--- src/rtl/ifetch_pkg.sv ---
// Shared widths, the IF/ID entry type and a PC alignment helper for the fetch stage.
// Latency: none (types and constants only). Backpressure: n/a.
package ifetch_pkg;

    localparam int PC_SIZE    = 32;
    localparam int INSTR_SIZE = 32;
    localparam int XLEN       = 32;

    localparam logic [INSTR_SIZE-1:0] INSTR_NOP = 32'h0000_0013;

    typedef struct packed {
        logic [PC_SIZE-1:0]    pc;
        logic [INSTR_SIZE-1:0] instr;
    } fetch_t;

    function automatic logic [PC_SIZE-1:0] word_align(input logic [PC_SIZE-1:0] addr);
        return addr & ~PC_SIZE'(3);
    endfunction

endpackage

--- src/rtl/ifetch_if.sv ---
// Instruction-memory request/response bus: fetch stage is master, memory is slave.
// Latency: none. Backpressure: request held until imem_req_ready; response is never stalled.
interface ifetch_if;
    import ifetch_pkg::*;

    logic                  imem_req_valid;
    logic [PC_SIZE-1:0]    imem_req_addr;
    logic                  imem_req_ready;
    logic                  imem_rsp_valid;
    logic [INSTR_SIZE-1:0] imem_rsp_data;

    modport master (
        output imem_req_valid,
        output imem_req_addr,
        input  imem_req_ready,
        input  imem_rsp_valid,
        input  imem_rsp_data
    );

    modport slave (
        input  imem_req_valid,
        input  imem_req_addr,
        output imem_req_ready,
        output imem_rsp_valid,
        output imem_rsp_data
    );

endinterface

--- src/rtl/ifetch_if_id_reg.sv ---
// IF/ID pipeline register plus one-entry skid buffer; 1-cycle load from memory or skid.
// Backpressure: holds while consume is low; flush clears valid regardless of consume.
module ifetch_if_id_reg
    import ifetch_pkg::*;
(
    input  logic                  clk,
    input  logic                  rst_n,
    input  logic                  load_mem,
    input  fetch_t                mem_entry,
    input  logic                  skid_wr,
    input  logic                  load_skid,
    input  logic                  flush,
    input  logic                  consume,
    output logic                  valid,
    output logic [PC_SIZE-1:0]    pc,
    output logic [INSTR_SIZE-1:0] instr
);

    fetch_t skid_q;

    always_ff @(posedge clk) begin
        if (!rst_n) begin
            valid        <= 1'b0;
            pc           <= '0;
            instr        <= INSTR_NOP;
            skid_q.pc    <= '0;
            skid_q.instr <= INSTR_NOP;
        end else begin
            if (skid_wr) begin
                skid_q <= mem_entry;
            end
            if (flush) begin
                valid <= 1'b0;
            end else if (load_mem) begin
                valid <= 1'b1;
                pc    <= mem_entry.pc;
                instr <= mem_entry.instr;
            end else if (load_skid) begin
                valid <= 1'b1;
                pc    <= skid_q.pc;
                instr <= skid_q.instr;
            end else if (consume) begin
                valid <= 1'b0;
            end
        end
    end

endmodule

--- src/rtl/ifetch.sv ---
// RV32I fetch: PC generation, single-outstanding imem requests, IF/ID write; 2 cycles/instr best case.
// Backpressure: request held while imem not ready; id_stall parks a response in the skid (no new request).
module ifetch
    import ifetch_pkg::*;
#(
    parameter logic [PC_SIZE-1:0] RESET_PC = 32'h0000_0000
)
(
    input  logic                  clk,
    input  logic                  rst_n,
    ifetch_if.master              mem,
    input  logic                  id_stall,
    input  logic                  bxx_flush,
    input  logic [PC_SIZE-1:0]    bxx_target,
    input  logic                  jalr_en,
    input  logic [XLEN-1:0]       jalr_reg,
    input  logic [XLEN-1:0]       jalr_imm,
    output logic                  id_valid,
    output logic [PC_SIZE-1:0]    id_pc,
    output logic [INSTR_SIZE-1:0] id_instr
);

    typedef enum logic [1:0] {
        S_REQ  = 2'd0,
        S_WAIT = 2'd1,
        S_HOLD = 2'd2
    } state_t;

    state_t             state_q;
    state_t             state_d;
    logic               req_valid_q;
    logic [PC_SIZE-1:0] pc_q;
    logic [PC_SIZE-1:0] fetch_pc_q;
    logic               kill_q;

    logic               accept;
    logic               rsp_in;
    logic               jalr_take;
    logic               redirect;
    logic [XLEN-1:0]    jalr_sum;
    logic [PC_SIZE-1:0] target;
    logic               if_free;
    logic               rsp_keep;
    logic               load_mem;
    logic               skid_wr;
    logic               load_skid;
    fetch_t             mem_entry;

    assign mem.imem_req_valid = req_valid_q;
    assign mem.imem_req_addr  = pc_q;

    assign mem_entry.pc    = fetch_pc_q;
    assign mem_entry.instr = mem.imem_rsp_data;

    always_comb begin
        accept    = req_valid_q && mem.imem_req_ready;
        // Responses outside S_WAIT are protocol violations and are dropped here.
        rsp_in    = (state_q == S_WAIT) && mem.imem_rsp_valid;
        // The branch in EX is older than the jalr in ID, so it wins.
        jalr_take = jalr_en && id_valid && !id_stall && !bxx_flush;
        redirect  = bxx_flush || jalr_take;
        jalr_sum  = jalr_reg + jalr_imm;
        target    = bxx_flush ? word_align(bxx_target) : word_align(jalr_sum);
        if_free   = !id_valid || !id_stall;
        rsp_keep  = rsp_in && !kill_q && !redirect;
        load_mem  = rsp_keep && if_free;
        skid_wr   = rsp_keep && !if_free;
        load_skid = (state_q == S_HOLD) && !id_stall && !redirect;

        state_d = state_q;
        case (state_q)
            S_REQ:   if (accept) state_d = S_WAIT;
            S_WAIT:  if (rsp_in) state_d = skid_wr ? S_HOLD : S_REQ;
            S_HOLD:  if (redirect || !id_stall) state_d = S_REQ;
            default: state_d = S_REQ;
        endcase
    end

    always_ff @(posedge clk) begin
        if (!rst_n) begin
            state_q     <= S_REQ;
            req_valid_q <= 1'b0;
            pc_q        <= RESET_PC;
            fetch_pc_q  <= RESET_PC;
            kill_q      <= 1'b0;
        end else begin
            state_q     <= state_d;
            req_valid_q <= (state_d == S_REQ);

            if (redirect) begin
                pc_q <= target;
            end else if (accept) begin
                pc_q <= pc_q + PC_SIZE'(4);
            end

            if (accept) begin
                fetch_pc_q <= pc_q;
            end

            // kill_q marks an accepted request whose response belongs to the old path.
            case (state_q)
                S_REQ: begin
                    if (accept) kill_q <= redirect;
                end
                S_WAIT: begin
                    if (rsp_in) begin
                        kill_q <= 1'b0;
                    end else if (redirect) begin
                        kill_q <= 1'b1;
                    end
                end
                default: begin
                    kill_q <= kill_q;
                end
            endcase
        end
    end

    ifetch_if_id_reg u_if_id_reg (
        .clk       (clk),
        .rst_n     (rst_n),
        .load_mem  (load_mem),
        .mem_entry (mem_entry),
        .skid_wr   (skid_wr),
        .load_skid (load_skid),
        .flush     (bxx_flush),
        .consume   (!id_stall),
        .valid     (id_valid),
        .pc        (id_pc),
        .instr     (id_instr)
    );

endmodule
--- src/flat_wrapper.sv ---
// flat-port wrapper written by rule: the top's interface ports become plain ports
module ifetch_flat import ifetch_pkg::*;
#(
    parameter logic [PC_SIZE-1:0] RESET_PC = 32'h0000_0000
)
  (clk, rst_n, id_stall, bxx_flush, bxx_target, jalr_en, jalr_reg, jalr_imm, id_valid, id_pc, id_instr, mem_imem_req_valid, mem_imem_req_addr, mem_imem_req_ready, mem_imem_rsp_valid, mem_imem_rsp_data);
  ifetch_if mem_i ();
  input  logic clk;
  input  logic rst_n;
  input  logic id_stall;
  input  logic bxx_flush;
  input  logic [PC_SIZE-1:0] bxx_target;
  input  logic jalr_en;
  input  logic [XLEN-1:0] jalr_reg;
  input  logic [XLEN-1:0] jalr_imm;
  output logic id_valid;
  output logic [PC_SIZE-1:0] id_pc;
  output logic [INSTR_SIZE-1:0] id_instr;
  output wire logic [$bits(mem_i.imem_req_valid)-1:0] mem_imem_req_valid;
  output wire logic [$bits(mem_i.imem_req_addr)-1:0] mem_imem_req_addr;
  input wire logic [$bits(mem_i.imem_req_ready)-1:0] mem_imem_req_ready;
  input wire logic [$bits(mem_i.imem_rsp_valid)-1:0] mem_imem_rsp_valid;
  input wire logic [$bits(mem_i.imem_rsp_data)-1:0] mem_imem_rsp_data;
  assign mem_imem_req_valid = mem_i.imem_req_valid;
  assign mem_imem_req_addr = mem_i.imem_req_addr;
  assign mem_i.imem_req_ready = mem_imem_req_ready;
  assign mem_i.imem_rsp_valid = mem_imem_rsp_valid;
  assign mem_i.imem_rsp_data = mem_imem_rsp_data;
  ifetch #(.RESET_PC(RESET_PC)) u_core (.clk(clk), .rst_n(rst_n), .mem(mem_i), .id_stall(id_stall), .bxx_flush(bxx_flush), .bxx_target(bxx_target), .jalr_en(jalr_en), .jalr_reg(jalr_reg), .jalr_imm(jalr_imm), .id_valid(id_valid), .id_pc(id_pc), .id_instr(id_instr));
endmodule
--- config.mk ---
export PLATFORM = sky130hd
export DESIGN_NAME = ifetch_flat
export DESIGN_NICKNAME = d
export VERILOG_FILES = /design/src/rtl/ifetch_pkg.sv /design/src/rtl/ifetch_if.sv /design/src/rtl/ifetch_if_id_reg.sv /design/src/rtl/ifetch.sv /design/src/flat_wrapper.sv
export SDC_FILE = /design/constraint.sdc
export NUM_CORES = 1
export LEC_CHECK = 0
export ABC_AREA = 1
export BUFFER_PORTS_ARGS = -buffer_cell sky130_fd_sc_hd__buf_4
export CAP_MARGIN = 20
export CORE_MARGIN = 2
export CORE_UTILIZATION = 55
export CTS_BUF_LIST = sky130_fd_sc_hd__clkbuf_16
export CTS_CLUSTER_SIZE = 10
export DETAILED_ROUTE_END_ITERATION = 6
export PLACE_DENSITY = 0.81
export SETUP_SLACK_MARGIN = 0.2
export SLEW_MARGIN = 20
export SYNTH_ARGS = -nofsm -noshare
export SYNTH_HDL_FRONTEND = slang
export SYNTH_SLANG_ARGS = --single-unit
export TNS_END_PERCENT = 10
--- constraint.sdc ---
create_clock -name clk -period 1.9 [get_ports clk]
set_input_delay 0.19 -clock clk [delete_from_list [all_inputs] [get_ports clk]]
set_output_delay 0.19 -clock clk [all_outputs]
set_load 0.03 [all_outputs]
Yosys cells after proc, flatten, opt, wreduce, memory -nomap -nowiden
Index checks and enable logic that the tools add are counted.

Add/sub/neg operators: 2. Reductions and logical operators: 28. Multiplexer cells: 19. Equality and inequality tests: 5. Bitwise logic cells: 2.

Operators with widths (count): 32-bit 2-to-1 mux (7); 32-bit by 3-bit adder with 32-bit output, second input constant (1); 32-bit adder (1); 1-bit logical AND (11); 2-bit 2-to-1 mux (4); 1-bit logical NOT (6); 1-bit 2-to-1 mux (6); 3-bit by 1-bit inequality test with 1-bit output, second input constant (2); 2-bit case mux with 3 select lines (1); 2-bit nonzero test (3); 2-bit logical NOT (2); 1-bit logical OR (3); 3-bit AND reduction (1); 2-bit by 1-bit == test with 1-bit output, second input constant (1); 2-bit == test, second input constant (1); 2-bit by 1-bit inequality test with 1-bit output, second input constant (1); 1-bit inverter (2); 1-bit case mux with 2 select lines (1); 2-bit AND reduction (1); 2-bit OR reduction (1).

Flip-flop bits (word level): 197. Logic and storage cells: 66. Input bits: 135.

Longest topological paths before layout
Gate-level depths: netlist (run 1).

Word-level depth: 11. Mapped depth: 15. Gate-level depth less buffers: 15.

Hierarchy
A second synthesis (run 1) with hierarchy kept.

Cell total of the unflattened synthesis: 1866. Area, all modules: 11358.4 µm².

By module, submodules not included: ifetch (times used 1, area an instance 5849.4 µm², seq. area each 1281.2 µm², cells an instance 1039); ifetch_if_id_reg (times used 1, area an instance 5509.0 µm², seq. area each 2582.5 µm², cells an instance 827).

Worst setup path after synthesis (run 1)
Ideal clock, no wire load.

Path kind: flip-flop to flip-flop. From: register u_core.pc_q[2], in the netlist u_core.mem.imem_req_addr[2]. To: register u_core.pc_q[28], in the netlist u_core.mem.imem_req_addr[28]. Buffers on the path: 0. Arrival: 1.820 ns. Stages on the path, launching flop included: 12. Setup slack: 0.010 ns. Period minus slack after synthesis: 1.890 ns. Cells stage by stage: dfxtp_1 ha_1 nand2_1 inv_1 nand4_1 nor2_2 nand4_2 nor2_4 nand3_1 nand2_1 nand3_1 a21oi_1.

Word-level cells in the longest chain between the ends: 3.

Ends and longest elaborated chain: start: declaration (line ifetch.sv:32) `logic [PC_SIZE-1:0] pc_q;`; start signal: assignment (line ifetch.sv:91) `pc_q <= target;`; start signal: assignment (line ifetch.sv:93) `pc_q <= pc_q + PC_SIZE'(4);`; 32-bit by 3-bit adder with 32-bit output (line ifetch.sv:93); 32-bit 2-to-1 mux (line ifetch.sv:92) `end else if (accept) begin`; 32-bit 2-to-1 mux (line ifetch.sv:90) `if (redirect) begin`.

No other way between the ends. The select of a mux whose other input is x is not followed. A chain may end at the register's enable or synchronous reset.

Worst setup path in the final report (run 1)
From: register u_core.state_q[0]. To: register u_core.u_if_id_reg.instr[12].

Word-level cells in the longest chain between the ends: 7.

Ends and longest elaborated chain: start: declaration (line ifetch.sv:29) `state_t state_q;`; start signal: assignment (line ifetch.sv:87) `state_q <= state_d;`; 2-bit by 1-bit == test with 1-bit output (line ifetch.sv:58) `rsp_in = (state_q == S_WAIT) && mem.imem_rsp_valid;`; 1-bit logical AND (line ifetch.sv:58); 1-bit logical AND (2 in series) (line ifetch.sv:65) `rsp_keep = rsp_in && !kill_q && !redirect;`; 1-bit logical AND (line ifetch.sv:66) `load_mem = rsp_keep && if_free;`; 2-bit nonzero test (no line); 2-bit AND reduction (no line); end signal: assignment (line ifetch_if_id_reg.sv:37) `instr <= mem_entry.instr;`; end signal: assignment (line ifetch_if_id_reg.sv:41) `instr <= skid_q.instr;`; end: declaration (line ifetch_if_id_reg.sv:16) `output logic [INSTR_SIZE-1:0] instr`.

Several ways; a longest one is shown, not always the timed one.

==> metrics.log, run 1 <==
[metrics] placed cell area: 13,040 um2
[metrics] # fillers: 1,441
[metrics] count of nets after finishing: 2,072
[metrics] starting density of the core: 56.47%
[metrics] Fin Hold WS: -0.001060 ns
[metrics] Critical Path End: u_core.u_if_id_reg.instr[12]
[metrics] launching point of the worst reg2reg path: u_core.state_q[0]
[metrics] shortest period the worst path allows: 1.850 ns
[metrics] kind of launch point of the worst setup path: flip-flop
[metrics] instance count of the mapped netlist: 1,624
[metrics] pin count of the biggest net entering global routing: 90
[metrics] maximum vdd drop: 0.7160 mV
[metrics] via count of the first global-routing pass: 11,110
[metrics] reg-to-reg endpoint: u_core.u_if_id_reg.instr[12]
[metrics] result of the run: complete, but fails checks
[metrics] worst setup path class: flip-flop to flip-flop
[metrics] cells on worst reg2reg path: 10
[metrics] share of the cycle needed by the critical path after routing: 97.38%
[metrics] via count of the routed design: 12,110
[metrics] Clock Root Buffer: clkbuf_16
[metrics] DRC viols: 0
[metrics] total wire length after detailed routing: 36.30 mm
[metrics] Tot GR Track Use: 33.09%
[metrics] fraction of layout cells with a size suffix above 1: 24.00%
[metrics] total clock buffers created by CTS: 17
[metrics] final worst clock skew: 0.01066 ns
[metrics] achievable clock frequency: 540.5 MHz
[metrics] number of synthesized register bits: 189
[metrics] data arrival at the endpoint of the critical path: 2.17 ns
[metrics] required time of the worst setup path: 2.22 ns
[metrics] first element of the critical path: u_core.state_q[0]
[metrics] element type at the critical path end: flip-flop
[metrics] setup ws final: 0.04975 ns
[metrics] maximum level of the CTS H-tree: 4
[metrics] Core ar.: 18,830 um2
[metrics] wire length of the first global-routing pass: 54.32 mm
[metrics] placement row count: 50
[metrics] remaining antenna violation count: 0
[metrics] max-slew violations: 0
[metrics] power density over cell area: 703.6 nW/um2
[metrics] clk_lat worst skew: 0.44 ns
[metrics] HPWL reported at the end of detailed placement: 23.16 mm
[metrics] Vert. Die Dim: 143.1 um
[metrics] yosys warns: 0
[metrics] footprint of the multi-input gates: 5959 um2
[metrics] vias per cell: 5.564
[metrics] I/O Pins: 233
[metrics] buffer levels on the longest clock path: 2
[metrics] Die W: 143.1 um
[metrics] Non-Filler Cell Area, Final: 14,430 um2
[metrics] summed instance area of the synthesized netlist: 10,630 um2
[metrics] clk sink count: 189
[metrics] input/output buffers: 226
[metrics] part of the Yosys area used for sequential elements: 35.58%
[metrics] DP Worst Slack: -0.08736 ns
[metrics] unrepaired setup endpoints after global routing: true
[metrics] violated checks: negative hold slack
[metrics] distinct cell type count after synthesis: 41
[metrics] register area: 3829 um2
[metrics] length of the first detailed-routing pass in iterations: 6
[metrics] Total Die Area: 20,460 um2
[metrics] final core utilization: 76.64%
[metrics] clock slew seen by the registers of the worst setup and hold paths: 0.07 ns
[metrics] global placement routability congestion: 0.9571
[metrics] average instance area after synthesis: 6.548 um2
[metrics] Hold Crit Class: input pin to flip-flop
[metrics] Antenna diodes: 0
[metrics] static leakage: 0.006990 uW
[metrics] overall overflow remaining after global route: 0
[metrics] routed len/inst: 16.67 um
[metrics] Final Hold Violating Endpoints: 1
[metrics] DRT iter0 DRCs: 1,194
[metrics] maximum fanout along the worst path: 28
[metrics] Max Cap Viol: 0
[metrics] worst reg2reg setup slack: 0.05 ns
[metrics] TritonCTS clock tree: yes
[metrics] antenna violations before repair: 0
[metrics] post-synthesis to final-layout area growth: 35.71%
[metrics] setup-violating endpoint count in the final report: 0
==> metal layers <==
layer  GRT usage [%]  vias to the layer above  share of wire [%]
li1                -                     5860                  -
met1           43.11                     5599                 41
met2           54.80                      577                 48
met5               0                        -                  0
met4           11.99                        0                2.5
met3           6.036                       76                8.5
==> cell usage in the layout (no fill, tap or decap), drive strengths merged <==
cell type	count
dfxtp	189
conb	4
buf	337
a211oi	67
o211ai	10
ha	31
xor2	18
dlygate4sd3	5
inv	217
bufinv	3
o31ai	1
nor3	14
nand2	299
nor4	3
nand4	16
nand3b	3
o21bai	9
o221ai	2
a31oi	5
clkinv	3
a31o	1
a221oi	1
a21oi	141
o21ai	194
o311ai	1
nand3	60
nor2	250
clkbuf	21
or2	3
and2	3
xnor2	5
a21o	1
==> what timing repair did <==
| action | 4_1_cts | 5_1_grt |
|---|---|---|
| resized for setup | 29 | 72 |
| setup buffers | 14 | 12 |
| pin swaps | 10 | 25 |
| gates cloned | 3 | 5 |
| endpoints found under the hold margin | 5 | 0 |
| hold buffers | 5 | 0 |
| endpoints found under the setup margin | 118 | 120 |
==> where the power goes <==
part	internal [uW]	total [uW]	leakage (uW)	switching, uW
Combinational	890	2170	0.00514	1280
Clock	2100	3770	0.000300	1660
Sequential	4100	4210	0.00155	118
==> critical path, stage by stage, from the launching register on <==
cell,delay (ns)
dfxtp_2,0.35
inv_2,0.07
nor2_4,0.11
nand2_4,0.08
nor2_4,0.14
nand3_4,0.17
nand2_8,0.15
inv_8,0.08
buf_12,0.18
a211oi_1,0.28
nor2_1,0.09
==> flip-flops by register name, indices dropped and copies added, names as in the netlist <==
name and flops:
u_core.fetch_pc_q 30, u_core.kill_q 1, u_core.mem.imem_req_addr 30, u_core.mem.imem_req_valid 1, u_core.state_q 2, u_core.u_if_id_reg.instr 32, u_core.u_if_id_reg.pc 30, u_core.u_if_id_reg.skid_q 62
u_core.u_if_id_reg.valid 1
==> worst min path at each step <==
| stage | start | end | depth (start not counted) |
|---|---|---|---|
| 2_1_floorplan | mem_imem_rsp_data[0] | u_core.u_if_id_reg.skid_q[0] | 2 |
| 3_3_place_gp | mem_imem_rsp_data[4] | u_core.u_if_id_reg.skid_q[4] | 3 |
| 3_5_place_dp | mem_imem_rsp_data[0] | u_core.u_if_id_reg.skid_q[0] | 3 |
| 4_1_cts | mem_imem_rsp_data[9] | u_core.u_if_id_reg.skid_q[9] | 3 |
| 5_1_grt | mem_imem_rsp_data[19] | u_core.u_if_id_reg.skid_q[19] | 3 |
| 6_report | mem_imem_rsp_data[13] | u_core.u_if_id_reg.skid_q[13] | 3 |
==> Yosys cell counts <==
library cell	count	area share [%]
clkbuf_1	49	1.7
a211oi_1	67	4.7
a21oi_1	141	6.6
a31oi_4	1	0.20
nand3_1	59	2.8
o31ai_1	1	0.071
o21ai_0	193	9.1
a221oi_1	1	0.082
clkbuf_2	2	0.094
nand3b_1	3	0.21
nand2_1	296	10
buf_4	5	0.35
o21bai_1	9	0.64
nor2_2	4	0.24
and2_1	3	0.18
o311ai_0	1	0.082
nor4_1	2	0.12
nor4_4	1	0.20
inv_2	4	0.14
buf_1	1	0.035
nor3_1	14	0.66
o21ai_1	1	0.047
nand4_1	15	0.88
o211ai_1	10	0.71
nand3_2	1	0.094
a31o_2	1	0.082
ha_1	31	3.6
a31oi_1	4	0.24
dfxtp_1	189	36
o221ai_1	2	0.16
xor2_1	18	1.5
or2_2	3	0.18
conb_1	1	0.035
inv_1	206	7.3
xnor2_1	5	0.41
nor2_1	245	8.6
buf_2	29	1.4
nand2_2	3	0.18
nand4_2	1	0.12
nor2_4	1	0.11
a21o_1	1	0.071
==> stage by stage <==
| stage | power [uW] | instances | hold WS [ns] | TNS, ns |
|---|---|---|---|---|
| finish | 10150 | 2177 | -0.001060 | 0 |
| global route | 10530 | 2177 | 0.004483 | -0.02792 |
| CTS | 10050 | 2160 | 0.001619 | 0 |
| detailed placement | 6318 | 2108 | 0.4336 | -0.3827 |
| global placement | 6285 | 2108 | 0.4178 | -0.1916 |
| floorplan | 5454 | 1627 | 0.3204 | 0 |
==> layout make-up <==
cell class / count / area share (%)
inverter: 210 / 5.514
timing repair buffer: 346 / 20.20
tap: 260 / 2.254
clock buffer: 17 / 2.948
sequential: 189 / 26.53
multi-input combinational: 1142 / 41.30
clock inverter: 13 / 1.257
==> kinds of logic after synthesis <==
family	synth area share, %
buf+inv	10.99
other cells	0.03526
simple gates	25.03
xor+xnor	1.894
flops	35.58
compound gates	22.83
fa+ha+maj	3.647
(Power assumes the default switching activity.)
==> inputs of run 2 (changes only) <==
- CORE_ASPECT_RATIO: unset -> 0.5
==> run 2 against run 1 <==
Compared with the run above:
- the run ends with design-rule violations left
- hold slack better by 0.013 ns
- via count is 0.33% higher
- power is 0.96% lower
- global-route usage is 1.5 points lower
- combinational power hardly changed
- clock-buffer cell count stayed put
- flip-flop and latch count stayed put
- core utilization is 0.48 points higher
- die area is 0.33% higher
- non-clock buffer count is 8 lower
- first-iteration DRC count is 7.5% higher
- register-to-register slack hardly changed
==> metrics.log, run 2 (same netlist as run 1, synthesis figures left out) <==
[metrics] Non-Filler Cell Area, Final: 14,390 um2
[metrics] setup-violating endpoint count in the final report: 0
[metrics] final worst clock skew: 0.01035 ns
[metrics] wire length of the first global-routing pass: 52.54 mm
[metrics] DRT iter0 DRCs: 1,284
[metrics] TritonCTS clock tree: yes
[metrics] power density over cell area: 699.0 nW/um2
[metrics] Hold Crit Class: input pin to flip-flop
[metrics] share of total power in the clock network: 36.1%
[metrics] cells on worst reg2reg path: 9
[metrics] remaining antenna violation count: 0
[metrics] global placement routability congestion: 0.9027
[metrics] length of the first detailed-routing pass in iterations: 7
[metrics] placed cell area: 12,990 um2
[metrics] worst hold path stage count: 3
[metrics] PnR Total Power: 10,060 uW
[metrics] Die W: 200.6 um
[metrics] reg-to-reg endpoint: u_core.mem.imem_req_addr[25]
[metrics] Hold Crit Start: mem_imem_rsp_data[26]
[metrics] static leakage: 0.006964 uW
[metrics] clk sink count: 189
[metrics] launching point of the worst reg2reg path: u_core.mem.imem_req_addr[2]
[metrics] unrepaired setup endpoints after global routing: true
[metrics] input/output buffers: 226
[metrics] max_slew headroom: 60.98%
[metrics] Antenna diodes: 0
[metrics] clk_lat worst skew: 0.44 ns
[metrics] vias per cell: 5.600
[metrics] hold worst-path end: u_core.u_if_id_reg.skid_q[26]
[metrics] maximum fanout along the worst path: 5
[metrics] buffer levels on the longest clock path: 2
[metrics] Flop pwr share: 42.0%
[metrics] kind of launch point of the worst setup path: flip-flop
[metrics] Largest register FFs: 62
[metrics] setup ws final: 0.05415 ns
[metrics] antenna violations before repair: 0
[metrics] total wire length after detailed routing: 35.63 mm
[metrics] pin count of the biggest net entering global routing: 85
[metrics] Biggest register: u_core.u_if_id_reg.skid_q
[metrics] register area: 3842 um2
[metrics] net switching fraction of the power: 31.67%
[metrics] Vert. Die Dim: 102.3 um
[metrics] sw power: 3185 uW
[metrics] total clock buffers created by CTS: 17
[metrics] I/O Pins: 233
[metrics] overall overflow remaining after global route: 0
[metrics] placement row count: 35
[metrics] most frequent cells in the layout: 318 x buf_4, 280 x nand2_1, 237 x nor2_1
[metrics] worst reg2reg setup slack: 0.05 ns
[metrics] final core utilization: 77.12%
[metrics] Clock Root Buffer: clkbuf_16
[metrics] largest registers ranked by flip-flop count: u_core.u_if_id_reg.skid_q (62), u_core.u_if_id_reg.instr (32)
[metrics] achievable clock frequency: 541.8 MHz
[metrics] part of the power in combinational logic: 21.9%
[metrics] measured slew at the worst slew-check pin: 0.5854 ns
[metrics] routed len/inst: 16.42 um
[metrics] violated checks: design-rule violations
[metrics] maximum level of the CTS H-tree: 4
[metrics] via count of the routed design: 12,150
[metrics] Total Die Area: 20,530 um2
[metrics] required time of the worst setup path: 2.19 ns
[metrics] worst setup path class: flip-flop to flip-flop
[metrics] maximum vdd drop: 0.7632 mV
[metrics] shortest period the worst path allows: 1.846 ns
[metrics] post-synthesis to final-layout area growth: 35.29%
[metrics] via count of the first global-routing pass: 10,750
[metrics] HPWL reported at the end of detailed placement: 23.85 mm
[metrics] fraction of layout cells with a size suffix above 1: 25.22%
[metrics] Core ar.: 18,660 um2
[metrics] starting density of the core: 57.00%
[metrics] count of nets after finishing: 2,064
[metrics] max-slew violations: 0
[metrics] Final Hold Violating Endpoints: 0
[metrics] footprint of the multi-input gates: 6046 um2
[metrics] DRC viols: 8
[metrics] Tot GR Track Use: 31.56%
[metrics] clock slew seen by the registers of the worst setup and hold paths: 0.08 ns
[metrics] Pint: 6871 uW
[metrics] data arrival at the endpoint of the critical path: 2.14 ns
[metrics] most common cell after layout, fill and taps aside: buf_4
[metrics] # fillers: 1,421
[metrics] result of the run: complete, but fails checks
[metrics] DP Worst Slack: -0.1537 ns
[metrics] share of the cycle needed by the critical path after routing: 97.15%
[metrics] element type at the critical path end: flip-flop
[metrics] Max Cap Viol: 0
==> run 2: power groups by stage <==
stage / combinational [uW] / clock (uW) / sequential, uW
5_1_grt: 2390 / 3810 / 4240
3_3_place_gp: 1990 / 0 / 4300
6_report: 2200 / 3630 / 4230
2_1_floorplan: 1010 / 0 / 4440
3_5_place_dp: 2030 / 0 / 4310
4_1_cts: 2070 / 3620 / 4210
==> run 2: metrics by stage <==
stage	std cells	hold WS [ns]	setup TNS [ns]
finish	2170	0.01151	0
global route	2170	0.01985	-0.2223
CTS	2147	0.006544	0
detailed placement	2102	0.4330	-1.251
global placement	2102	0.4153	-0.2341
floorplan	1627	0.3204	0
==> run 2: worst max-delay path by stage <==
stage                              endpoint  slack, ns  depth (start not counted)                          from
3_5_place_dp   u_core.mem.imem_req_addr[22]      -0.15                         13                   jalr_imm[1]
5_1_grt        u_core.mem.imem_req_addr[21]      -0.12                          7  u_core.mem.imem_req_addr[15]
4_1_cts        u_core.mem.imem_req_addr[28]       0.16                          8  u_core.mem.imem_req_addr[18]
2_1_floorplan  u_core.mem.imem_req_addr[28]       0.19                         10  u_core.mem.imem_req_addr[10]
3_3_place_gp   u_core.mem.imem_req_addr[22]      -0.04                         13                   jalr_reg[1]
6_report       u_core.mem.imem_req_addr[25]       0.05                          9   u_core.mem.imem_req_addr[2]
==> run 2: worst max-delay path, cell delays in order, from the launching register on <==
cell     delay [ns]
dfxtp_4        0.37
buf_4          0.15
nand3_1        0.12
inv_1          0.12
nand2_2        0.10
inv_1          0.11
nand4_1        0.14
xnor2_1        0.16
o21ai_0        0.27
a21oi_1        0.17
==> run 2: per-layer routing <==
layer | GRT usage (%) | up-vias | wire [um]
li1 | - | 5841 | -
met1 | 41.74 | 5504 | 15160
met2 | 51.68 | 682 | 15990
met3 | 6.569 | 125 | 3259
met4 | 11.79 | 0 | 1233
met5 | 0 | - | 0
==> run 2: repair_timing <==
action,in CTS,in global routing
pin swaps,9,21
endpoints found under the setup margin,130,140
cloned,0,5
hold endpoints to repair,3,0
buffers inserted,10,18
resized for setup,26,93
hold buffers,3,0
==> run 2: layout make-up <==
type,count,area share (%)
timing repair buffer,338,19.38
inverter,210,5.479
clock inverter,15,1.200
multi-input combinational,1142,42.02
sequential,189,26.71
clock buffer,17,2.957
tap,259,2.253
==> inputs of run 3 (changes only) <==
- CTS_CLUSTER_SIZE: 10 -> unset
- SETUP_SLACK_MARGIN: 0.2 -> unset
- SKIP_CTS_REPAIR_TIMING: unset -> 1
==> run 3 against run 2 <==
Compared with the run above:
- the flow finishes with violations (negative hold slack, negative setup slack)
- fmax decreased by 3.4%
- non-clock buffer count is 27 lower
- sequential power barely moved
- hold slack worse by 0.019 ns
- setup slack got worse by 0.066 ns
- register-to-register slack got worse by 0.07 ns
- critical endpoint is now u_core.mem.imem_req_addr[28]
- largest cell class unchanged
- largest power group unchanged
==> metrics.log, run 3 (same netlist as run 1, synthesis figures left out) <==
[metrics] result of the run: complete, but fails checks
[metrics] violated checks: negative hold slack, negative setup slack
[metrics] remaining antenna violation count: 0
[metrics] total clock buffers created by CTS: 17
[metrics] setup ws final: -0.01160 ns
[metrics] Clock Root Buffer: clkbuf_16
[metrics] DRT iter0 DRCs: 1,071
[metrics] Antenna diodes: 0
[metrics] count of nets after finishing: 2,037
[metrics] worst setup path class: flip-flop to flip-flop
[metrics] cells on worst reg2reg path: 11
[metrics] routed len/inst: 15.07 um
[metrics] Max Cap Viol: 0
[metrics] most common cell after layout, fill and taps aside: buf_4
[metrics] static leakage: 0.006698 uW
[metrics] max-slew violations: 0
[metrics] largest registers ranked by flip-flop count: u_core.u_if_id_reg.skid_q (62), u_core.u_if_id_reg.instr (32)
[metrics] placement row count: 35
[metrics] antenna violations before repair: 0
[metrics] slowest stage delay, CP: 0.36 ns
[metrics] kind of launch point of the worst setup path: flip-flop
[metrics] final core utilization: 73.57%
[metrics] critical path's slowest cell: dfxtp_2
[metrics] via count of the routed design: 11,520
[metrics] worst path cell trace: ha_4 -> nand2_1 -> inv_2 -> nand4_1 -> nor2_4 -> nand4_4 -> nor2_4 -> buf_4 -> nand4_1 -> nand3_1 -> a21oi_1
[metrics] Biggest register: u_core.u_if_id_reg.skid_q
[metrics] Total Die Area: 20,530 um2
[metrics] Vert. Die Dim: 102.3 um
[metrics] clk sink count: 189
[metrics] vias per cell: 5.378
[metrics] global placement routability congestion: 0.9256
[metrics] # fillers: 1,531
[metrics] element type at the critical path end: flip-flop
[metrics] most frequent cells in the layout: 301 x buf_4, 295 x nand2_1, 244 x nor2_1
[metrics] Largest register FFs: 62
[metrics] maximum vdd drop: 0.6016 mV
[metrics] data arrival at the endpoint of the critical path: 2.23 ns
[metrics] Core ar.: 18,660 um2
[metrics] input/output buffers: 226
[metrics] share of the cycle needed by the critical path after routing: 100.6%
[metrics] Tot GR Track Use: 31.16%
[metrics] required time of the worst setup path: 2.22 ns
[metrics] shortest period the worst path allows: 1.912 ns
[metrics] wire length of the first global-routing pass: 52.24 mm
[metrics] overall overflow remaining after global route: 0
[metrics] maximum level of the CTS H-tree: 4
[metrics] length of the first detailed-routing pass in iterations: 7
[metrics] Fin Hold WS: -0.007459 ns
[metrics] HPWL reported at the end of detailed placement: 23.85 mm
[metrics] achievable clock frequency: 523.1 MHz
[metrics] total wire length after detailed routing: 32.31 mm
[metrics] power density over cell area: 725.8 nW/um2
[metrics] maximum fanout along the worst path: 5
[metrics] pin count of the biggest net entering global routing: 96
[metrics] Die W: 200.6 um
[metrics] TritonCTS clock tree: yes
[metrics] post-synthesis to final-layout area growth: 29.06%
[metrics] DP Worst Slack: -0.1520 ns
[metrics] worst hold path stage count: 3
[metrics] clock slew seen by the registers of the worst setup and hold paths: 0.08 ns
[metrics] buffer levels on the longest clock path: 2
[metrics] I/O Pins: 233
[metrics] final worst clock skew: 0.01160 ns
[metrics] starting density of the core: 57.00%
[metrics] setup-violating endpoint count in the final report: 1
[metrics] Final Hold Violating Endpoints: 1
[metrics] setup TNS: -0.01160 ns
[metrics] clk_lat worst skew: 0.43 ns
[metrics] DRC viols: 0
[metrics] Hold Crit Class: input pin to flip-flop
[metrics] fraction of layout cells with a size suffix above 1: 20.17%
[metrics] via count of the first global-routing pass: 10,740
run 3: cell types whose count changed in the layout (fill, tap and decap cells not counted), sizes merged:
cell / change
buf: -20
dlygate4sd3: -2
clkinv: +2
clkbuf: -5
clkinvlp: -2
run 3: worst paths after layout:
kind | start | to | slack [ns]
worst max register to register | u_core.mem.imem_req_addr[2] | u_core.mem.imem_req_addr[28] | -0.01
worst max-delay path | u_core.mem.imem_req_addr[2] | u_core.mem.imem_req_addr[28] | -0.01
worst min-delay path | mem_imem_rsp_data[0] | u_core.u_if_id_reg.skid_q[0] | -0.007
worst min register to register | u_core.fetch_pc_q[31] | u_core.fetch_pc_q[31] | 0.48
run 3: layout make-up:
type | instances | area [um2] | share of cell area, %
multi-input combinational | 1142 | 5772 | 42.05
sequential | 189 | 3792 | 27.63
timing repair buffer | 311 | 2432 | 17.72
inverter | 210 | 788.3 | 5.743
clock buffer | 17 | 425.4 | 3.100
tap | 259 | 324.1 | 2.361
clock inverter | 15 | 190.2 | 1.386
run 3: where the power goes:
| part | total (uW) | internal, uW | switching, uW |
|---|---|---|---|
| sequential | 4200 | 4090 | 112 |
| clock | 3660 | 1910 | 1750 |
| combinational | 2090 | 843 | 1250 |
| total | 9960 | 6850 | 3110 |
run 3: metrics by stage:
stage                     total power (uW)  cell area, um2  std cells  hold WS (ns)
after CTS                             9923           13600       2138      -0.02107
after floorplan                       5452           10650       1627        0.3204
after global routing                 10380           13720       2143      0.003731
final                                 9961           13720       2143     -0.007459
after detailed placement              6333           12980       2106        0.4227
after global placement                6294           12980       2106        0.4169
run 3: metal layers:
layer  GRT usage, %  routed length (um)  share of wire (%)  vias to the layer above
met5              0                   0                  0                        -
met4          8.832                 585                1.8                        0
met3          4.560                2216                6.9                       48
met2          50.91               14360                 44                      457
met1          43.47               15140                 47                     5220
li1               -                   -                  -                     5799
run 3: worst max-delay path, delay by kind of cell, from the launching register on:
| family | cells | cell delay (ns) |
|---|---|---|
| DFF | 1 | 0.36 |
| buffers and inverters | 2 | 0.23 |
| adders and majority gates | 1 | 0.13 |
| AOI/OAI and AO/OA | 1 | 0.07 |
| and+or+nand+nor | 7 | 0.99 |
